===== src/rtl/ram_cache_pkg.sv =====
`default_nettype none
// ============================================================================
// Module      : ram_cache_pkg
// Description : Shared types and constants for the N-way RAM cache.
//               It defines the controller state type, the counter width and
//               the saturating increment helper.
// Revision    : 1.0 - initial release
// ============================================================================
package ram_cache_pkg;

    localparam int CNT_WIDTH = 16;

    typedef enum logic [1:0] {
        IDLE = 2'd0,
        FILL = 2'd1,
        RESP = 2'd2
    } cache_state_e;

    // Increment that sticks at all-ones instead of wrapping.
    function automatic logic [CNT_WIDTH-1:0] sat_inc(input logic [CNT_WIDTH-1:0] v);
        return (&v) ? v : v + {{(CNT_WIDTH-1){1'b0}}, 1'b1};
    endfunction

endpackage
`default_nettype wire


===== src/rtl/ram_cache_way.sv =====
`default_nettype none
// ============================================================================
// Module      : ram_cache_way
// Description : One way of the set-associative cache. It holds the data, tag
//               and valid arrays. It provides a combinational lookup port and
//               a single synchronous write port.
// Revision    : 1.0 - initial release
// ============================================================================
module ram_cache_way #(
    parameter int DATA_WIDTH = 16,
    parameter int INDEX_BITS = 4,
    parameter int TAG_BITS   = 6
) (
    input  logic                  clk,
    input  logic                  resetN,
    input  logic                  i_clear,
    input  logic [INDEX_BITS-1:0] i_lk_index,
    input  logic [TAG_BITS-1:0]   i_lk_tag,
    output logic                  o_hit,
    output logic                  o_valid,
    output logic [DATA_WIDTH-1:0] o_rd_data,
    input  logic                  i_wr_en,
    input  logic [INDEX_BITS-1:0] i_wr_index,
    input  logic [TAG_BITS-1:0]   i_wr_tag,
    input  logic [DATA_WIDTH-1:0] i_wr_data
);

    localparam int SETS = 1 << INDEX_BITS;

    logic [DATA_WIDTH-1:0] r_data [SETS];
    logic [TAG_BITS-1:0]   r_tag  [SETS];
    logic [SETS-1:0]       r_valid;

    // Valid bits are cleared by reset or by a flush. Any write marks its set valid.
    always_ff @(posedge clk) begin
        if (!resetN) begin
            r_valid <= '0;
        end else if (i_clear) begin
            r_valid <= '0;
        end else if (i_wr_en) begin
            r_valid[i_wr_index] <= 1'b1;
        end
    end

    // The data and tag storage needs no reset because valid gates every use.
    always_ff @(posedge clk) begin
        if (i_wr_en) begin
            r_data[i_wr_index] <= i_wr_data;
            r_tag[i_wr_index]  <= i_wr_tag;
        end
    end

    assign o_valid   = r_valid[i_lk_index];
    assign o_hit     = r_valid[i_lk_index] && (r_tag[i_lk_index] == i_lk_tag);
    assign o_rd_data = r_data[i_lk_index];

endmodule
`default_nettype wire


===== src/rtl/ram_cache_nway.sv =====
`default_nettype none
// ============================================================================
// Module      : ram_cache_nway
// Description : Write-through, optionally write-allocating, N-way
//               set-associative cache placed in front of a fixed-latency RAM.
//               Victim selection takes the lowest invalid way first and
//               otherwise uses a per-set round-robin pointer.
// Revision    : 1.0 - initial release
// ============================================================================
module ram_cache_nway
    import ram_cache_pkg::*;
#(
    parameter  int DATA_WIDTH         = 16,
    parameter  int RAM_REGISTER_COUNT = 1024,
    parameter  int INDEX_BITS         = 4,
    parameter  int WAYS               = 2,
    parameter  int RAM_LATENCY        = 2,
    parameter  int WRITE_ALLOCATE     = 1,
    localparam int ADDR_BITS          = $clog2(RAM_REGISTER_COUNT)
) (
    input  logic                  clk,
    input  logic                  resetN,
    output logic [DATA_WIDTH-1:0] cpu_in_m,
    input  logic [DATA_WIDTH-1:0] cpu_out_m,
    input  logic                  cpu_write_m,
    input  logic                  cpu_read_m,
    input  logic [ADDR_BITS-1:0]  cpu_data_addr,
    output logic                  cpu_stall,
    input  logic                  flush,
    input  logic [DATA_WIDTH-1:0] ram_in_m,
    output logic [DATA_WIDTH-1:0] ram_out_m,
    output logic                  ram_write_m,
    output logic                  ram_read_m,
    output logic [ADDR_BITS-1:0]  ram_data_addr,
    output logic [15:0]           hit_count,
    output logic [15:0]           miss_count
);

    localparam int TAG_BITS   = ADDR_BITS - INDEX_BITS;
    localparam int SETS       = 1 << INDEX_BITS;
    localparam int c_WAY_BITS = (WAYS > 1) ? $clog2(WAYS) : 1;
    localparam int c_LAT_W    = (RAM_LATENCY > 1) ? $clog2(RAM_LATENCY) : 1;
    localparam logic [c_LAT_W-1:0]    c_LAT_LAST = c_LAT_W'(RAM_LATENCY - 1);
    localparam logic [c_WAY_BITS-1:0] c_WAY_LAST = c_WAY_BITS'(WAYS - 1);

    cache_state_e          r_state;
    logic [ADDR_BITS-1:0]  r_miss_addr;
    logic [DATA_WIDTH-1:0] r_fill_data;
    logic [c_LAT_W-1:0]    r_lat_cnt;
    logic [CNT_WIDTH-1:0]  r_hit_cnt;
    logic [CNT_WIDTH-1:0]  r_miss_cnt;
    logic [c_WAY_BITS-1:0] r_rr [SETS];

    logic [ADDR_BITS-1:0]  w_lk_addr;
    logic [INDEX_BITS-1:0] w_lk_index;
    logic [TAG_BITS-1:0]   w_lk_tag;
    logic [WAYS-1:0]       w_way_hit;
    logic [WAYS-1:0]       w_way_valid;
    logic [DATA_WIDTH-1:0] w_way_data [WAYS];
    logic [WAYS-1:0]       w_way_we;

    logic                  w_hit;
    logic [c_WAY_BITS-1:0] w_hit_way;
    logic [DATA_WIDTH-1:0] w_hit_data;
    logic [c_WAY_BITS-1:0] w_victim;
    logic                  w_found_free;

    logic                  w_idle;
    logic                  w_flush_now;
    logic                  w_rd_hit;
    logic                  w_rd_miss;
    logic                  w_fill_done;
    logic                  w_cpu_wr;
    logic                  w_alloc;
    logic [ADDR_BITS-1:0]  w_wr_addr;
    logic [INDEX_BITS-1:0] w_wr_index;
    logic [DATA_WIDTH-1:0] w_wr_data;

    // During a fill, the lookup follows the latched miss address. This
    // makes victim selection use the set that is being filled.
    assign w_lk_addr  = (r_state == FILL) ? r_miss_addr : cpu_data_addr;
    assign w_lk_index = w_lk_addr[INDEX_BITS-1:0];
    assign w_lk_tag   = w_lk_addr[ADDR_BITS-1:INDEX_BITS];

    assign w_idle      = (r_state == IDLE);
    assign w_flush_now = w_idle && flush;
    assign w_rd_hit    = w_idle && cpu_read_m && w_hit && !flush;
    assign w_rd_miss   = w_idle && cpu_read_m && !w_hit && !flush;
    assign w_fill_done = (r_state == FILL) && (r_lat_cnt == c_LAT_LAST);

    assign cpu_stall     = resetN && (w_rd_miss || (r_state == FILL));
    assign ram_read_m    = resetN && w_rd_miss;
    assign ram_write_m   = resetN && cpu_write_m && !cpu_stall;
    assign ram_out_m     = cpu_out_m;
    assign ram_data_addr = (r_state == FILL) ? r_miss_addr : cpu_data_addr;
    assign cpu_in_m      = (r_state == RESP) ? r_fill_data : w_hit_data;
    assign hit_count     = r_hit_cnt;
    assign miss_count    = r_miss_cnt;

    // A CPU write updates the cache only when it is not stalled. A write during
    // a flush cycle is skipped because the flush invalidates the line anyway.
    assign w_cpu_wr   = resetN && cpu_write_m && !cpu_stall && !w_flush_now && (r_state != FILL);
    assign w_alloc    = w_fill_done || (w_cpu_wr && !w_hit && (WRITE_ALLOCATE != 0));
    assign w_wr_addr  = w_fill_done ? r_miss_addr : cpu_data_addr;
    assign w_wr_index = w_wr_addr[INDEX_BITS-1:0];
    assign w_wr_data  = w_fill_done ? ram_in_m : cpu_out_m;

    // Priority hit mux. Tags are unique within a set, so at most one way hits.
    always_comb begin
        w_hit      = 1'b0;
        w_hit_way  = '0;
        w_hit_data = w_way_data[0];
        for (int i = 0; i < WAYS; i++) begin
            if (w_way_hit[i] && !w_hit) begin
                w_hit      = 1'b1;
                w_hit_way  = c_WAY_BITS'(i);
                w_hit_data = w_way_data[i];
            end
        end
    end

    // Choose the victim: the lowest invalid way, otherwise the round-robin pointer of the set.
    always_comb begin
        w_victim     = r_rr[w_lk_index];
        w_found_free = 1'b0;
        for (int i = 0; i < WAYS; i++) begin
            if (!w_way_valid[i] && !w_found_free) begin
                w_victim     = c_WAY_BITS'(i);
                w_found_free = 1'b1;
            end
        end
    end

    generate
        for (genvar i = 0; i < WAYS; i++) begin : g_way
            assign w_way_we[i] = resetN && (w_fill_done
                ? (w_victim == c_WAY_BITS'(i))
                : (w_cpu_wr && (w_hit ? (w_hit_way == c_WAY_BITS'(i))
                                      : ((WRITE_ALLOCATE != 0) && (w_victim == c_WAY_BITS'(i))))));

            ram_cache_way #(
                .DATA_WIDTH (DATA_WIDTH),
                .INDEX_BITS (INDEX_BITS),
                .TAG_BITS   (TAG_BITS)
            ) u_way (
                .clk        (clk),
                .resetN     (resetN),
                .i_clear    (w_flush_now),
                .i_lk_index (w_lk_index),
                .i_lk_tag   (w_lk_tag),
                .o_hit      (w_way_hit[i]),
                .o_valid    (w_way_valid[i]),
                .o_rd_data  (w_way_data[i]),
                .i_wr_en    (w_way_we[i]),
                .i_wr_index (w_wr_index),
                .i_wr_tag   (w_wr_addr[ADDR_BITS-1:INDEX_BITS]),
                .i_wr_data  (w_wr_data)
            );
        end
    endgenerate

    // Miss controller: wait through the RAM latency, capture the fill, then present it for one cycle.
    always_ff @(posedge clk) begin
        if (!resetN) begin
            r_state     <= IDLE;
            r_lat_cnt   <= '0;
            r_miss_addr <= '0;
            r_fill_data <= '0;
        end else begin
            case (r_state)
                IDLE: begin
                    if (w_rd_miss) begin
                        r_state     <= FILL;
                        r_miss_addr <= cpu_data_addr;
                        r_lat_cnt   <= '0;
                    end
                end
                FILL: begin
                    if (r_lat_cnt == c_LAT_LAST) begin
                        r_state     <= RESP;
                        r_fill_data <= ram_in_m;
                    end else begin
                        r_lat_cnt <= r_lat_cnt + 1'b1;
                    end
                end
                RESP:    r_state <= IDLE;
                default: r_state <= IDLE;
            endcase
        end
    end

    // Saturating counters. Only reads that start in IDLE are counted.
    always_ff @(posedge clk) begin
        if (!resetN || w_flush_now) begin
            r_hit_cnt  <= '0;
            r_miss_cnt <= '0;
        end else begin
            if (w_rd_hit) begin
                r_hit_cnt <= sat_inc(r_hit_cnt);
            end
            if (w_rd_miss) begin
                r_miss_cnt <= sat_inc(r_miss_cnt);
            end
        end
    end

    // The round-robin pointer of a set advances on every allocation into that set.
    always_ff @(posedge clk) begin
        if (!resetN) begin
            for (int s = 0; s < SETS; s++) begin
                r_rr[s] <= '0;
            end
        end else if (w_alloc) begin
            r_rr[w_wr_index] <= (r_rr[w_wr_index] == c_WAY_LAST) ? '0 : r_rr[w_wr_index] + 1'b1;
        end
    end

endmodule
`default_nettype wire

===== config.mk =====
export PLATFORM = sky130hd
export DESIGN_NAME = ram_cache_nway
export DESIGN_NICKNAME = d
export VERILOG_FILES = /design/src/rtl/ram_cache_pkg.sv /design/src/rtl/ram_cache_way.sv /design/src/rtl/ram_cache_nway.sv
export SDC_FILE = /design/constraint.sdc
export NUM_CORES = 1
export LEC_CHECK = 0
export BUFFER_PORTS_ARGS = -buffer_cell sky130_fd_sc_hd__clkbuf_2
export CAP_MARGIN = 30
export CORE_MARGIN = 2
export CORE_UTILIZATION = 40
export DETAILED_ROUTE_END_ITERATION = 12
export MAX_ROUTING_LAYER = met4
export PLACE_DENSITY = 0.57
export SLEW_MARGIN = 20
export SYNTH_ARGS = -nofsm -noshare
export SYNTH_HDL_FRONTEND = slang
export SYNTH_HIERARCHICAL = 1
export SYNTH_SLANG_ARGS = --single-unit
export TNS_END_PERCENT = 30

===== constraint.sdc =====
create_clock -name clk -period 6.44 [get_ports clk]
set_clock_uncertainty 0.05 [all_clocks]
set_input_delay 0 -clock clk [delete_from_list [all_inputs] [get_ports clk]]
set_output_delay 0 -clock clk [all_outputs]
set_load 0.005 [all_outputs]

==> impl_metrics.prom, run 1 <==
# TYPE chip_impl_metric gauge
chip_impl_info{name="outcome",value="completed"} 1
chip_impl_info{name="synth_top_family_by_area",value="multiplexers"} 1
chip_impl_metric{name="worst-path-max-fanout",unit=""} 53
chip_impl_metric{name="worst_slew_margin_rel",unit="%"} 37.8
chip_impl_metric{name="final.period_utilization",unit="%"} 92.8
chip_impl_metric{name="internal_power",unit="mW"} 9.09
chip_impl_metric{name="syn-num-nets",unit=""} 1847
chip_impl_metric{name="post_synth_xor_area_fraction",unit="%"} 1.07
chip_impl_metric{name="overall_die_area",unit="mm²"} 0.0843
chip_impl_metric{name="cp_data_arrival_time",unit="ns"} 6.20
chip_impl_metric{name="worst_pin_slew",unit="ns"} 0.932
chip_impl_metric{name="routed-wl-met3",unit="mm"} 5.18
chip_impl_info{name="grt_setup_unrepaired",value="false"} 1
chip_impl_metric{name="synth-seq-cells",unit=""} 813
chip_impl_metric{name="area_of_the_core_region",unit="mm²"} 0.0808
chip_impl_metric{name="synthDominantCellAreaShare",unit="%"} 64.5
chip_impl_metric{name="die_h",unit="µm"} 290
chip_impl_metric{name="async_flop_share",unit="%"} 0
chip_impl_info{name="worst_setup_path_class",value="register to register"} 1
chip_impl_info{name="layout_common_cells",value="edfxtp_1 (704), mux4_2 (210), nand2_1 (182)"} 1
chip_impl_info{name="worst_hold_path_type",value="primary input to register"} 1
chip_impl_info{name="worst_r2r_endpoint",value="g_way[1].u_way/r_data[8][15]"} 1
chip_impl_metric{name="ys_types",unit=""} 68
chip_impl_metric{name="detailedPlace.worstSlack",unit="ns"} 0.329
chip_impl_info{name="layout_commonest_cell",value="edfxtp_1"} 1
chip_impl_metric{name="place.detailed.hpwl",unit="mm"} 52.5
chip_impl_metric{name="clock_sink_count",unit=""} 813
chip_impl_metric{name="dr_wl_cell",unit="µm"} 25.6
chip_impl_metric{name="synth_edf_count",unit=""} 704
chip_impl_metric{name="report.final.hold_viol_count",unit=""} 0
chip_impl_metric{name="p_switching",unit="mW"} 2.56
chip_impl_info{name="rr_startpoint",value="r_state[1]"} 1
chip_impl_metric{name="post_synth_mux_area_share",unit="%"} 16.8
chip_impl_metric{name="ir_drop",unit="mV"} 0.232
chip_impl_metric{name="clock_insertion_delay_worst_skew",unit="ns"} 0.63
chip_impl_metric{name="max-clock-path-buffers",unit=""} 3
chip_impl_metric{name="pwr-share-comb",unit="%"} 8.3
chip_impl_metric{name="r2r_cells",unit=""} 17
chip_impl_metric{name="die_w",unit="µm"} 290
chip_impl_metric{name="ys_seq_area_share",unit="%"} 71.1
chip_impl_metric{name="synth-adder-area-share",unit="%"} 0.0763
chip_impl_metric{name="areaGrowthSynthToFinish",unit="%"} 18.9
chip_impl_metric{name="pwr-share-seq",unit="%"} 49.6
chip_impl_info{name="end_of_the_worst_hold_path",value="g_way[0].u_way/r_data[5][2]"} 1
chip_impl_metric{name="grt.overflow.total",unit=""} 0
chip_impl_metric{name="grt_pass1_wl",unit="mm"} 121
chip_impl_metric{name="drtAntennaViolNets",unit=""} 0
chip_impl_info{name="slowest_stage_cell_on_the_critical_path",value="or3b_1"} 1
chip_impl_metric{name="gp_congestion",unit=""} 0.850
chip_impl_metric{name="drc",unit=""} 0
chip_impl_metric{name="compound_gate_fraction_of_synth_area",unit="%"} 3.87
chip_impl_metric{name="grt_antenna_before_repair",unit=""} 2
chip_impl_info{name="worstHoldStart",value="cpu_out_m[2]"} 1
chip_impl_metric{name="num_rows",unit=""} 104
chip_impl_metric{name="cts-buffers-inserted",unit=""} 86
chip_impl_info{name="worst_path_dominant_cell_family",value="simple AND/OR/NAND/NOR gates"} 1
chip_impl_metric{name="drt_pass1_iterations",unit=""} 6
chip_impl_metric{name="finalSetupViolations",unit=""} 0
chip_impl_info{name="cts.root.buffer_cell",value="clkbuf_16"} 1
chip_impl_metric{name="report.final.slew_viol_count",unit=""} 0
chip_impl_info{name="startpoint_type",value="register"} 1
chip_impl_metric{name="pin_count_of_the_biggest_net_entering_global_routing",unit=""} 61
chip_impl_metric{name="final_worst_setup_slack",unit="ns"} 0.466
chip_impl_info{name="synth_top_cell_by_area",value="edfxtp_1"} 1
chip_impl_metric{name="drv.max_cap_violation_count",unit=""} 0
chip_impl_metric{name="power.static_leakage",unit="nW"} 12.9
chip_impl_metric{name="antenna_cells",unit=""} 0
chip_impl_metric{name="start_util",unit="%"} 40.6
chip_impl_metric{name="drt-initial-drc-count",unit=""} 1633
chip_impl_info{name="ys.flop_type",value="edfxtp_1"} 1
chip_impl_metric{name="floorplan.io_pins",unit=""} 124
chip_impl_info{name="cp_cell_sequence",value="and3b_1, a21oi_2, bufinv_16, buf_4, mux4_2, mux2i_1, xnor2_1, o31a_1, nor4_2, or2_2, o2111ai_2, o21ai_0, o21ai_0, a21oi_1, or3b_1, nor2_4, buf_4"} 1
chip_impl_metric{name="postRouteWirelength",unit="mm"} 81.8
chip_impl_metric{name="cp_slowest_stage_delay",unit="ns"} 0.56
chip_impl_metric{name="timing.hold.worst_path_depth",unit=""} 3
chip_impl_metric{name="simple_logic_cell_fraction_of_the_synthesized_area",unit="%"} 5.05
chip_impl_metric{name="pwr-share-clk",unit="%"} 42.1
chip_impl_metric{name="switching_share",unit="%"} 22.0
chip_impl_metric{name="ys_warn_count",unit=""} 6
chip_impl_metric{name="finalWorstPathRequiredPeriod",unit="ns"} 5.97
chip_impl_info{name="maxUsedRoutingLayer",value="met4"} 1
chip_impl_metric{name="grtUsageTotal",unit="%"} 20.1
chip_impl_metric{name="setup.reg_to_reg.worst_slack",unit="ns"} 0.47
chip_impl_metric{name="fin_util",unit="%"} 48.2
chip_impl_metric{name="critical_path_required",unit="ns"} 6.67
chip_impl_metric{name="avgViaCountPerCell",unit=""} 5.56
chip_impl_metric{name="wl_met2",unit="mm"} 40.1
chip_impl_metric{name="first_global_vias",unit=""} 18000
chip_impl_info{name="tritoncts",value="yes"} 1
chip_impl_metric{name="clk_pin_slew",unit="ns"} 0.06
chip_impl_metric{name="cp.buffers_inverters",unit=""} 3
chip_impl_metric{name="maximum_clock_frequency",unit="MHz"} 167
chip_impl_metric{name="post_synth_instance_area",unit="mm²"} 0.0328
chip_impl_metric{name="synthesis.instances",unit=""} 1798
chip_impl_info{name="worst_setup_path_end_kind",value="register"} 1
chip_impl_metric{name="wl_met1",unit="mm"} 34.9
chip_impl_info{name="synth.area.top_cells",value="edfxtp_1 (64%), mux4_2 (14%), dfxtp_1 (6.7%)"} 1
chip_impl_metric{name="final_layout_size_suffix_gt1_share",unit="%"} 29.9
chip_impl_metric{name="synth.avg_cell_area",unit="µm²"} 18.2
chip_impl_metric{name="vias",unit=""} 17800
chip_impl_metric{name="power.density_cell_area",unit="mW/mm²"} 299
chip_impl_metric{name="layout.nets",unit=""} 2118
chip_impl_metric{name="port-buffer-count",unit=""} 123
chip_impl_metric{name="htree_levels",unit=""} 3
==> through the flow <==
stage               hold slack, ns  std cells  area, µm²  setup TNS [ns]  power (mW)
floorplan                   0.0308       1798      32800           -2.66        6.49
global placement             0.142       2965      35200               0        6.80
detailed placement           0.138       2979      35500               0        6.83
CTS                        0.00232       3190      38800               0        11.8
global route                0.0499       3195      39000               0        12.0
finish                      0.0211       3195      39000               0        11.6
==> flip-flops by register name, indices dropped and copies added, names as in the netlist <==
name / flops
g_way.u_way/r_data: 512
g_way.u_way/r_tag: 192
g_way.u_way/r_valid: 32
hit_count: 16
miss_count: 16
r_fill_data: 16
r_lat_cnt: 1
r_miss_addr: 10
r_rr: 16
r_state: 2
==> routing by layer <==
metal	global-route usage, %	vias up
met3	3.53	118
met4	4.54	0
met1	26.8	9304
met2	32.3	626
met5	-	-
li1	-	7709
==> layout make-up <==
class | count | area, µm²
fillers | 6633 | 41800
flip-flops and latches | 813 | 23300
multi-input cells | 859 | 9090
clock buffers | 112 | 2360
repair buffers | 293 | 2350
well taps | 1060 | 1330
clock inverters | 42 | 430
inverters | 16 | 86.3
==> cell usage after synthesis, types with 2 or more instances <==
library cell and number:
edfxtp_1 704, mux4_2 210, nand2_1 188, dfxtp_1 109
mux2i_1 73, nor2_1 65, buf_2 40, o21a_1 34
clkbuf_1 33, a21boi_0 28, o21ai_0 28, xnor2_1 21
buf_4 20, nand3_1 19, xor2_1 19, a211oi_1 16
a31oi_1 15, inv_1 14, a21oi_1 13, nor3_1 12
o211ai_1 12, o31ai_1 10, and3_1 9, buf_1 9
nor2b_1 9, nand2b_1 8, buf_6 6, and2_1 5
and4_1 5, a21oi_2 4, nand3b_1 4, nand4_1 4
a211oi_2 3, o31a_1 3, or3_1 3, and3b_1 2
and4b_1 2, buf_8 2, ha_1 2, inv_2 2
nor3_2 2, nor4_2 2, nor4bb_1 2, o21ai_1 2
or3b_1 2
==> tightest hold or removal path: cells and delay by family <==
family                 cells  cell delay, ns
AND/OR/NAND/NOR            2            0.41
buffers and inverters      1            0.10
==> power groups by stage <==
stage | logic (mW) | clock network (mW) | registers (mW)
global placement | 0.911 | 0 | 5.89
global route | 1.04 | 5.20 | 5.77
finish | 0.972 | 4.90 | 5.77
CTS | 0.971 | 5.01 | 5.77
detailed placement | 0.946 | 0 | 5.88
floorplan | 0.610 | 0 | 5.88
==> cells by family (layout without fill, tap and decap cells) <==
group	after synthesis	after routing
AO/OA/AOI/OAI	179	179
XOR/XNOR	40	40
adder cells (fa/ha/maj)	2	2
buffers and inverters	126	463
flip-flops	813	813
multiplexers	285	285
AND/OR/NAND/NOR	353	353
==> repair_timing <==
action                                  CTS  global route
setup buffers                             0             0
hold buffers                             57             1
endpoints found under the hold margin    71             2
gates resized for setup                   0             4
endpoints found under the setup margin    0           149
==> worst max-delay path by stage <==
| stage | from | end | slack, ns | depth (start not counted) |
|---|---|---|---|---|
| global placement | r_state[1] | g_way[1].u_way/r_data[8][14] | 0.35 | 15 |
| detailed placement | r_state[0] | g_way[1].u_way/r_data[8][14] | 0.33 | 18 |
| floorplan | r_state[0] | g_way[1].u_way/r_data[3][0] | -0.04 | 17 |
| CTS | r_state[0] | g_way[1].u_way/r_data[8][1] | 0.30 | 18 |
| finish | r_state[1] | g_way[1].u_way/r_data[8][15] | 0.47 | 17 |
| global route | r_state[1] | g_way[1].u_way/r_data[8][15] | 0.04 | 17 |
Note: power is estimated with default switching activity, not from simulation.
==> run 2: changes to the inputs <==
--- a/config.mk
+++ b/config.mk
@@ -9,7 +9,9 @@
 export CAP_MARGIN = 30
 export CORE_MARGIN = 2
 export CORE_UTILIZATION = 40
+export CTS_CLUSTER_DIAMETER = 50
 export DETAILED_ROUTE_END_ITERATION = 12
+export GPL_TIMING_DRIVEN = 0
 export MAX_ROUTING_LAYER = met4
 export PLACE_DENSITY = 0.57
 export SLEW_MARGIN = 20
==> run 2 against run 1 <==
  * Combinational power is 5% higher
  * Sequential share of layout area is 1.5 points lower
  * Total power is 5.1% higher
  * Global-route usage is 1.1 points higher
  * Final cell count is 2.6% higher
  * Hold slack better by 0.052 ns
  * Critical path depth is 6 higher
  * Critical path type unchanged
==> impl_metrics.prom, run 2 (same netlist as run 1, synthesis figures left out) <==
# TYPE chip_impl_metric gauge
chip_impl_info{name="outcome",value="completed"} 1
chip_impl_info{name="largest_registers",value="g_way.u_way/r_data: 512 flops, g_way.u_way/r_tag: 192 flops, g_way.u_way/r_valid: 32 flops"} 1
chip_impl_metric{name="power.static_leakage",unit="nW"} 13.3
chip_impl_metric{name="report.final.slew_viol_count",unit=""} 0
chip_impl_metric{name="dr_wl_cell",unit="µm"} 26.3
chip_impl_metric{name="largest_register_ff_count",unit=""} 512
chip_impl_metric{name="clock_insertion_delay_worst_skew",unit="ns"} 0.66
chip_impl_metric{name="avgViaCountPerCell",unit=""} 5.60
chip_impl_info{name="worst_hold_path_type",value="primary input to register"} 1
chip_impl_metric{name="pin_count_of_the_biggest_net_entering_global_routing",unit=""} 33
chip_impl_metric{name="areaGrowthSynthToFinish",unit="%"} 21.9
chip_impl_metric{name="first_global_vias",unit=""} 18600
chip_impl_metric{name="area_of_the_core_region",unit="mm²"} 0.0808
chip_impl_metric{name="drc",unit=""} 0
chip_impl_metric{name="drt-initial-drc-count",unit=""} 1922
chip_impl_info{name="cts.root.buffer_cell",value="clkbuf_16"} 1
chip_impl_info{name="worst_path_dominant_cell_family",value="buffers and inverters"} 1
chip_impl_metric{name="maximum_clock_frequency",unit="MHz"} 162
chip_impl_metric{name="grt_antenna_before_repair",unit=""} 1
chip_impl_info{name="worst_setup_path_end_kind",value="register"} 1
chip_impl_metric{name="worst-path-max-fanout",unit=""} 10
chip_impl_info{name="largest-register",value="g_way.u_way/r_data"} 1
chip_impl_metric{name="vias",unit=""} 18400
chip_impl_metric{name="grtUsageTotal",unit="%"} 21.1
chip_impl_metric{name="drtAntennaViolNets",unit=""} 0
chip_impl_metric{name="fin_util",unit="%"} 49.5
chip_impl_metric{name="worst_pin_slew",unit="ns"} 1.02
chip_impl_metric{name="final_worst_setup_slack",unit="ns"} 0.270
chip_impl_metric{name="postLayoutCellArea",unit="mm²"} 0.0400
chip_impl_metric{name="die_w",unit="µm"} 290
chip_impl_metric{name="start_util",unit="%"} 40.6
chip_impl_info{name="grt_setup_unrepaired",value="true"} 1
chip_impl_metric{name="cp_num_cells",unit=""} 23
chip_impl_metric{name="worst_slew_margin_rel",unit="%"} 32.0
chip_impl_metric{name="gp_congestion",unit=""} 0.865
chip_impl_metric{name="detailedPlace.worstSlack",unit="ns"} -1.50
chip_impl_metric{name="finalWorstPathRequiredPeriod",unit="ns"} 6.17
chip_impl_info{name="worst_setup_path_class",value="register to register"} 1
chip_impl_metric{name="cp_slowest_stage_delay",unit="ns"} 0.44
chip_impl_metric{name="max-clock-path-buffers",unit=""} 3
chip_impl_info{name="startpoint_type",value="register"} 1
chip_impl_metric{name="power.density_cell_area",unit="mW/mm²"} 306
chip_impl_metric{name="layout.nets",unit=""} 2186
chip_impl_info{name="layout_common_cells",value="edfxtp_1 (704), mux4_2 (210), nand2_1 (175)"} 1
chip_impl_info{name="tritoncts",value="yes"} 1
chip_impl_metric{name="clk_pin_slew",unit="ns"} 0.06
chip_impl_metric{name="finalSetupViolations",unit=""} 0
chip_impl_metric{name="cts-buffers-inserted",unit=""} 93
chip_impl_metric{name="report.final.hold_viol_count",unit=""} 0
chip_impl_metric{name="critical_path_required",unit="ns"} 6.75
chip_impl_metric{name="final.period_utilization",unit="%"} 95.8
chip_impl_info{name="cp_cell_sequence",value="buf_2, nor2b_2, buf_2, nand2_1, o21ai_2, buf_4, buf_2, buf_4, mux2i_2, o211ai_1, o31a_1, nor4_4, or2_2, buf_2, o2111ai_2, nor2_1, nor2_1, o22a_1, o21ai_1, nand3_1, nor3_4, buf_4, buf_4"} 1
chip_impl_metric{name="grt.overflow.total",unit=""} 0
chip_impl_metric{name="drv.max_cap_violation_count",unit=""} 0
chip_impl_metric{name="die_h",unit="µm"} 290
chip_impl_metric{name="r2r_cells",unit=""} 23
chip_impl_info{name="layout_commonest_cell",value="edfxtp_1"} 1
chip_impl_metric{name="timing.hold.worst_path_depth",unit=""} 3
chip_impl_metric{name="place.detailed.hpwl",unit="mm"} 57.9
chip_impl_metric{name="num_rows",unit=""} 104
chip_impl_metric{name="htree_levels",unit=""} 3
chip_impl_metric{name="cp.buffers_inverters",unit=""} 8
chip_impl_metric{name="timing.hold.ws",unit="ns"} 0.0733
chip_impl_metric{name="clock_sink_count",unit=""} 813
chip_impl_info{name="slowest_stage_cell_on_the_critical_path",value="nand3_1"} 1
chip_impl_metric{name="ir_drop",unit="mV"} 0.216
chip_impl_metric{name="postRouteWirelength",unit="mm"} 86.0
chip_impl_metric{name="grt_pass1_wl",unit="mm"} 126
chip_impl_metric{name="cp_data_arrival_time",unit="ns"} 6.48
chip_impl_metric{name="drt_pass1_iterations",unit=""} 6
chip_impl_metric{name="post_dp_cell_area",unit="mm²"} 0.0358
chip_impl_metric{name="floorplan.io_pins",unit=""} 124
chip_impl_metric{name="port-buffer-count",unit=""} 122
chip_impl_metric{name="overall_die_area",unit="mm²"} 0.0843
chip_impl_metric{name="final_layout_size_suffix_gt1_share",unit="%"} 32.5
run 2: area by class of cell:
cell class | instances | area, µm²
Inverter | 16 | 60.1
Clock buffer | 110 | 2420
Antenna cell | 2 | 5.00
Sequential cell | 813 | 23300
Timing Repair Buffer | 245 | 2230
Multi-Input combinational cell | 859 | 9160
Buffer | 109 | 654
Fill cell | 6611 | 40800
Tap cell | 1060 | 1330
Clock inverter | 63 | 796
run 2: final timing paths:
| path | startpoint | to | slack [ns] |
|---|---|---|---|
| worst max-delay path | r_state[0] | g_way[0].u_way/r_data[3][1] | 0.27 |
| worst min-delay path | cpu_out_m[6] | g_way[0].u_way/r_data[11][6] | 0.07 |
| worst max register to register | r_state[0] | g_way[0].u_way/r_data[3][1] | 0.27 |
| worst min register to register | g_way[1].u_way/r_valid[15] | g_way[1].u_way/r_valid[15] | 0.41 |
run 2: power breakdown:
part           total (mW)  internal (mW)  switching (mW)
Sequential           5.77           5.76          0.0102
Combinational        1.02          0.420           0.604
Clock                5.44           3.28            2.16
run 2: what timing repair did:
action,4_1_cts,5_1_grt
endpoints found under the setup margin,756,712
resized for setup,33,15
endpoints found under the hold margin,61,0
hold buffers,31,0
pin swaps,14,7
buffers inserted,24,9
run 2: per-layer routing:
| layer | part of all wire, % | GRT usage (%) | vias to the layer above | routed length [µm] |
|---|---|---|---|---|
| met3 | 7.0 | 3.33 | 126 | 6060 |
| met4 | 2.0 | 5.51 | 0 | 1760 |
| li1 | - | - | 7882 | - |
| met2 | 48 | 33.0 | 737 | 41000 |
| met1 | 43 | 29.1 | 9606 | 37200 |
| met5 | 0 | - | - | 0 |
run 2: through the flow:
step	total power, mW	TNS (ns)	cells
floorplan	6.49	-2.66	1798
global placement	6.83	-2064.75	2980
detailed placement	6.87	-613.47	3033
CTS	12.3	0	3261
global route	12.6	-1.52	3275
finish	12.2	0	3277
run 2: worst register-to-register path, stage by stage, from the launching register on:
cell       delay [ns]
dfxtp_1          0.34
buf_2            0.23
nor2b_2          0.30
buf_2            0.30
nand2_1          0.10
o21ai_2          0.15
buf_4            0.29
buf_2            0.32
buf_4            0.32
mux2i_2          0.36
o211ai_1         0.12
o31a_1           0.17
nor4_4           0.42
or2_2            0.18
buf_2            0.20
o2111ai_2        0.21
nor2_1           0.13
nor2_1           0.06
o22a_1           0.17
o21ai_1          0.22
nand3_1          0.44
nor3_4           0.35
buf_4            0.24
buf_4            0.23
==> run 3: changes to the inputs <==
--- a/config.mk
+++ b/config.mk
@@ -5,15 +5,15 @@
 export SDC_FILE = /design/constraint.sdc
 export NUM_CORES = 1
 export LEC_CHECK = 0
-export BUFFER_PORTS_ARGS = -buffer_cell sky130_fd_sc_hd__clkbuf_2
 export CAP_MARGIN = 30
 export CORE_MARGIN = 2
 export CORE_UTILIZATION = 40
 export CTS_CLUSTER_DIAMETER = 50
 export DETAILED_ROUTE_END_ITERATION = 12
+export DONT_BUFFER_PORTS = 1
 export GPL_TIMING_DRIVEN = 0
 export MAX_ROUTING_LAYER = met4
-export PLACE_DENSITY = 0.57
+export PLACE_DENSITY = 0.55
 export SLEW_MARGIN = 20
 export SYNTH_ARGS = -nofsm -noshare
 export SYNTH_HDL_FRONTEND = slang
==> run 3 against run 2 <==
  * The flow now finishes with violations (negative hold slack)
  * Non-clock buffer count decreased by 126
  * Critical path depth decreased by 1
  * Final area decreased by 1.6%
  * Maximum frequency decreased by 0.78%
  * First-iteration DRC count decreased by 1.7%
  * Sequential power about the same
  * Die area unchanged
  * Count of clock-buffer cells in the layout increased by 6
  * Largest cell class unchanged
  * Largest power group unchanged
==> impl_metrics.prom, run 3 (same netlist as run 1, synthesis figures left out) <==
# TYPE chip_impl_metric gauge
chip_impl_metric{name="grtUsageTotal",unit="%"} 21.3
chip_impl_metric{name="cp.buffers_inverters",unit=""} 7
chip_impl_metric{name="finalSetupViolations",unit=""} 0
chip_impl_info{name="worst_setup_path_end_kind",value="register"} 1
chip_impl_info{name="rr_startpoint",value="r_state[1]"} 1
chip_impl_metric{name="r2r_cells",unit=""} 22
chip_impl_metric{name="maximum_clock_frequency",unit="MHz"} 161
chip_impl_metric{name="grt_pass1_wl",unit="mm"} 126
chip_impl_metric{name="avgViaCountPerCell",unit=""} 5.71
chip_impl_metric{name="fin_util",unit="%"} 48.7
chip_impl_metric{name="setup.reg_to_reg.worst_slack",unit="ns"} 0.22
chip_impl_metric{name="die_w",unit="µm"} 290
chip_impl_info{name="top_cell_by_count_worst_path",value="buf_2"} 1
chip_impl_metric{name="cts-buffers-inserted",unit=""} 93
chip_impl_metric{name="final_layout_size_suffix_gt1_share",unit="%"} 28.5
chip_impl_metric{name="clock_sink_count",unit=""} 813
chip_impl_metric{name="worst_slew_margin_rel",unit="%"} 24.4
chip_impl_metric{name="gp_congestion",unit=""} 0.884
chip_impl_info{name="end_of_the_worst_hold_path",value="g_way[1].u_way/r_data[9][15]"} 1
chip_impl_metric{name="overall_die_area",unit="mm²"} 0.0843
chip_impl_metric{name="pwr-share-clk",unit="%"} 44.1
chip_impl_metric{name="htree_levels",unit=""} 3
chip_impl_metric{name="clock_insertion_delay_worst_skew",unit="ns"} 0.65
chip_impl_metric{name="die_h",unit="µm"} 290
chip_impl_metric{name="ff_latch_area",unit="mm²"} 0.0233
chip_impl_metric{name="largest_register_ff_count",unit=""} 512
chip_impl_metric{name="drc",unit=""} 0
chip_impl_metric{name="layout.nets",unit=""} 2060
chip_impl_metric{name="drt_pass1_iterations",unit=""} 5
chip_impl_metric{name="timing.hold.worst_path_depth",unit=""} 2
chip_impl_metric{name="finalWorstPathRequiredPeriod",unit="ns"} 6.22
chip_impl_metric{name="postRouteWirelength",unit="mm"} 86.8
chip_impl_info{name="failed_checks",value="negative hold slack"} 1
chip_impl_metric{name="grt_antenna_before_repair",unit=""} 0
chip_impl_metric{name="fill_cells",unit=""} 6638
chip_impl_info{name="slowest_stage_cell_on_the_critical_path",value="nor2_4"} 1
chip_impl_metric{name="num_rows",unit=""} 104
chip_impl_metric{name="final_worst_setup_slack",unit="ns"} 0.222
chip_impl_metric{name="switching_share",unit="%"} 23.1
chip_impl_metric{name="worst_pin_slew",unit="ns"} 1.13
chip_impl_metric{name="final.period_utilization",unit="%"} 96.6
chip_impl_metric{name="report.final.slew_viol_count",unit=""} 0
chip_impl_metric{name="report.final.hold_viol_count",unit=""} 3
chip_impl_metric{name="start_util",unit="%"} 40.6
chip_impl_info{name="worst_setup_path_class",value="register to register"} 1
chip_impl_metric{name="power.density_cell_area",unit="mW/mm²"} 308
chip_impl_info{name="cp_cell_sequence",value="buf_2, and3b_1, buf_2, a21oi_2, inv_4, buf_6, buf_8, mux4_2, mux4_2, xnor2_1, o211ai_1, nor4_4, or2_2, buf_2, o2111ai_2, nor2_1, nor2_1, o22a_1, o21ai_1, nand3b_1, nor2_4, buf_16"} 1
chip_impl_metric{name="floorplan.io_pins",unit=""} 124
chip_impl_metric{name="cp_data_arrival_time",unit="ns"} 6.50
chip_impl_metric{name="power.static_leakage",unit="nW"} 12.7
chip_impl_metric{name="cp_slowest_stage_delay",unit="ns"} 0.66
chip_impl_metric{name="max-clock-path-buffers",unit=""} 3
chip_impl_metric{name="place.detailed.hpwl",unit="mm"} 57.6
chip_impl_metric{name="first_global_vias",unit=""} 18300
chip_impl_info{name="layout_common_cells",value="edfxtp_1 (704), mux4_2 (210), nand2_1 (176)"} 1
chip_impl_metric{name="pwr-share-comb",unit="%"} 8.3
chip_impl_metric{name="port-buffer-count",unit=""} 0
chip_impl_metric{name="drv.max_cap_violation_count",unit=""} 0
chip_impl_metric{name="clk_pin_slew",unit="ns"} 0.06
chip_impl_metric{name="vias",unit=""} 18000
chip_impl_info{name="worstHoldStart",value="cpu_out_m[15]"} 1
chip_impl_metric{name="instances_no_fill",unit=""} 3153
chip_impl_metric{name="area_of_the_core_region",unit="mm²"} 0.0808
chip_impl_info{name="tritoncts",value="yes"} 1
chip_impl_info{name="startpoint_type",value="register"} 1
chip_impl_metric{name="drt-initial-drc-count",unit=""} 1889
chip_impl_metric{name="drtAntennaViolNets",unit=""} 0
chip_impl_metric{name="pin_count_of_the_biggest_net_entering_global_routing",unit=""} 33
chip_impl_metric{name="timing.hold.ws",unit="ns"} -0.00583
chip_impl_metric{name="cell_count_after_placement",unit=""} 2914
chip_impl_metric{name="timing.setup.tns",unit="ns"} 0
chip_impl_info{name="largest_registers",value="g_way.u_way/r_data: 512 flops, g_way.u_way/r_tag: 192 flops, g_way.u_way/r_valid: 32 flops"} 1
chip_impl_info{name="cts.root.buffer_cell",value="clkbuf_16"} 1
chip_impl_metric{name="internal_power",unit="mW"} 9.31
chip_impl_metric{name="p_switching",unit="mW"} 2.80
chip_impl_metric{name="detailedPlace.worstSlack",unit="ns"} -1.76
chip_impl_metric{name="areaGrowthSynthToFinish",unit="%"} 20.0
chip_impl_info{name="outcome",value="finished with violations"} 1
chip_impl_info{name="largest-register",value="g_way.u_way/r_data"} 1
chip_impl_metric{name="ir_drop",unit="mV"} 0.201
chip_impl_metric{name="dr_wl_cell",unit="µm"} 27.5
chip_impl_metric{name="pwr-share-seq",unit="%"} 47.7
chip_impl_info{name="worst_path_dominant_cell_family",value="simple AND/OR/NAND/NOR gates"} 1
chip_impl_info{name="worst_hold_path_type",value="primary input to register"} 1
chip_impl_metric{name="grt.overflow.total",unit=""} 0
chip_impl_info{name="layout_commonest_cell",value="edfxtp_1"} 1
chip_impl_info{name="worst_r2r_endpoint",value="g_way[0].u_way/r_tag[9][2]"} 1
chip_impl_metric{name="worst-path-max-fanout",unit=""} 13
chip_impl_metric{name="critical_path_required",unit="ns"} 6.72
chip_impl_metric{name="multi_input_comb_area",unit="mm²"} 0.00918
-- run 3: cell count changes in the layout (fill, tap and decap cells not counted), sizes merged --
cell         delta
inv             -1
clkbuf        -118
clkinvlp        +6
buf             -7
bufinv          -6
clkinv          -3
dlygate4sd3     +5
-- run 3: per-layer routing --
layer	vias to the layer above	global-route usage (%)	wire, µm
li1	7624	-	-
met1	9488	27.9	36000
met2	748	33.1	41100
met3	143	6.06	7860
met4	0	5.13	1890
met5	-	-	0
-- run 3: final cells by class --
class                   count  share of cell area (%)
clock buffers             116                    6.44
diodes                      2                  0.0127
plain buffers             110                    1.75
inverters                  16                   0.159
flip-flops and latches    813                    59.3
clock inverters            59                    1.58
multi-input cells         859                    23.3
well taps                1060                    3.37
repair buffers            118                    4.08
-- run 3: worst reg2reg max path, delay by kind of cell (launching register included) --
family,cells,cell delay [ns]
AOI/OAI and AO/OA,5,1.04
xor gates and xnor gates,1,0.19
buffers and inverters,7,1.30
DFF,1,0.35
muxes,2,0.94
and+or+nand+nor,7,2.05
-- run 3: how the worst max path moves through the flow --
stage | from | endpoint | slack (ns) | depth (start not counted)
floorplan | r_state[0] | g_way[1].u_way/r_data[3][0] | -0.04 | 17
global placement | r_state[0] | g_way[1].u_way/r_data[2][10] | -4.63 | 18
detailed placement | r_state[0] | g_way[1].u_way/r_data[3][10] | -1.76 | 23
CTS | r_state[0] | g_way[1].u_way/r_data[3][12] | 0.009 | 25
global route | r_state[0] | g_way[0].u_way/r_data[4][10] | -0.005 | 24
finish | r_state[1] | g_way[0].u_way/r_tag[9][2] | 0.22 | 22
-- run 3: metrics by stage --
stage                     total power [mW]  instance area (µm²)
final                                 12.1                39300
after global routing                  12.5                39300
after CTS                             12.2                39000
after detailed placement              6.83                35300
after global placement                6.79                34100
after floorplan                       6.49                32800
-- run 3: power groups by stage --
stage	registers, mW	logic (mW)	clock network (mW)
after floorplan	5.88	0.610	0
after detailed placement	5.89	0.949	0
after global routing	5.77	1.07	5.66
final	5.77	1.00	5.34
after global placement	5.89	0.908	0
after CTS	5.77	0.988	5.44
-- run 3: timing repair --
item                                    in CTS  in global routing
pin swaps                                    6                  7
resized for setup                           42                 16
buffers inserted                             8                  8
endpoints found under the setup margin     768                468
hold buffers                                32                  4
endpoints found under the hold margin      105                 87
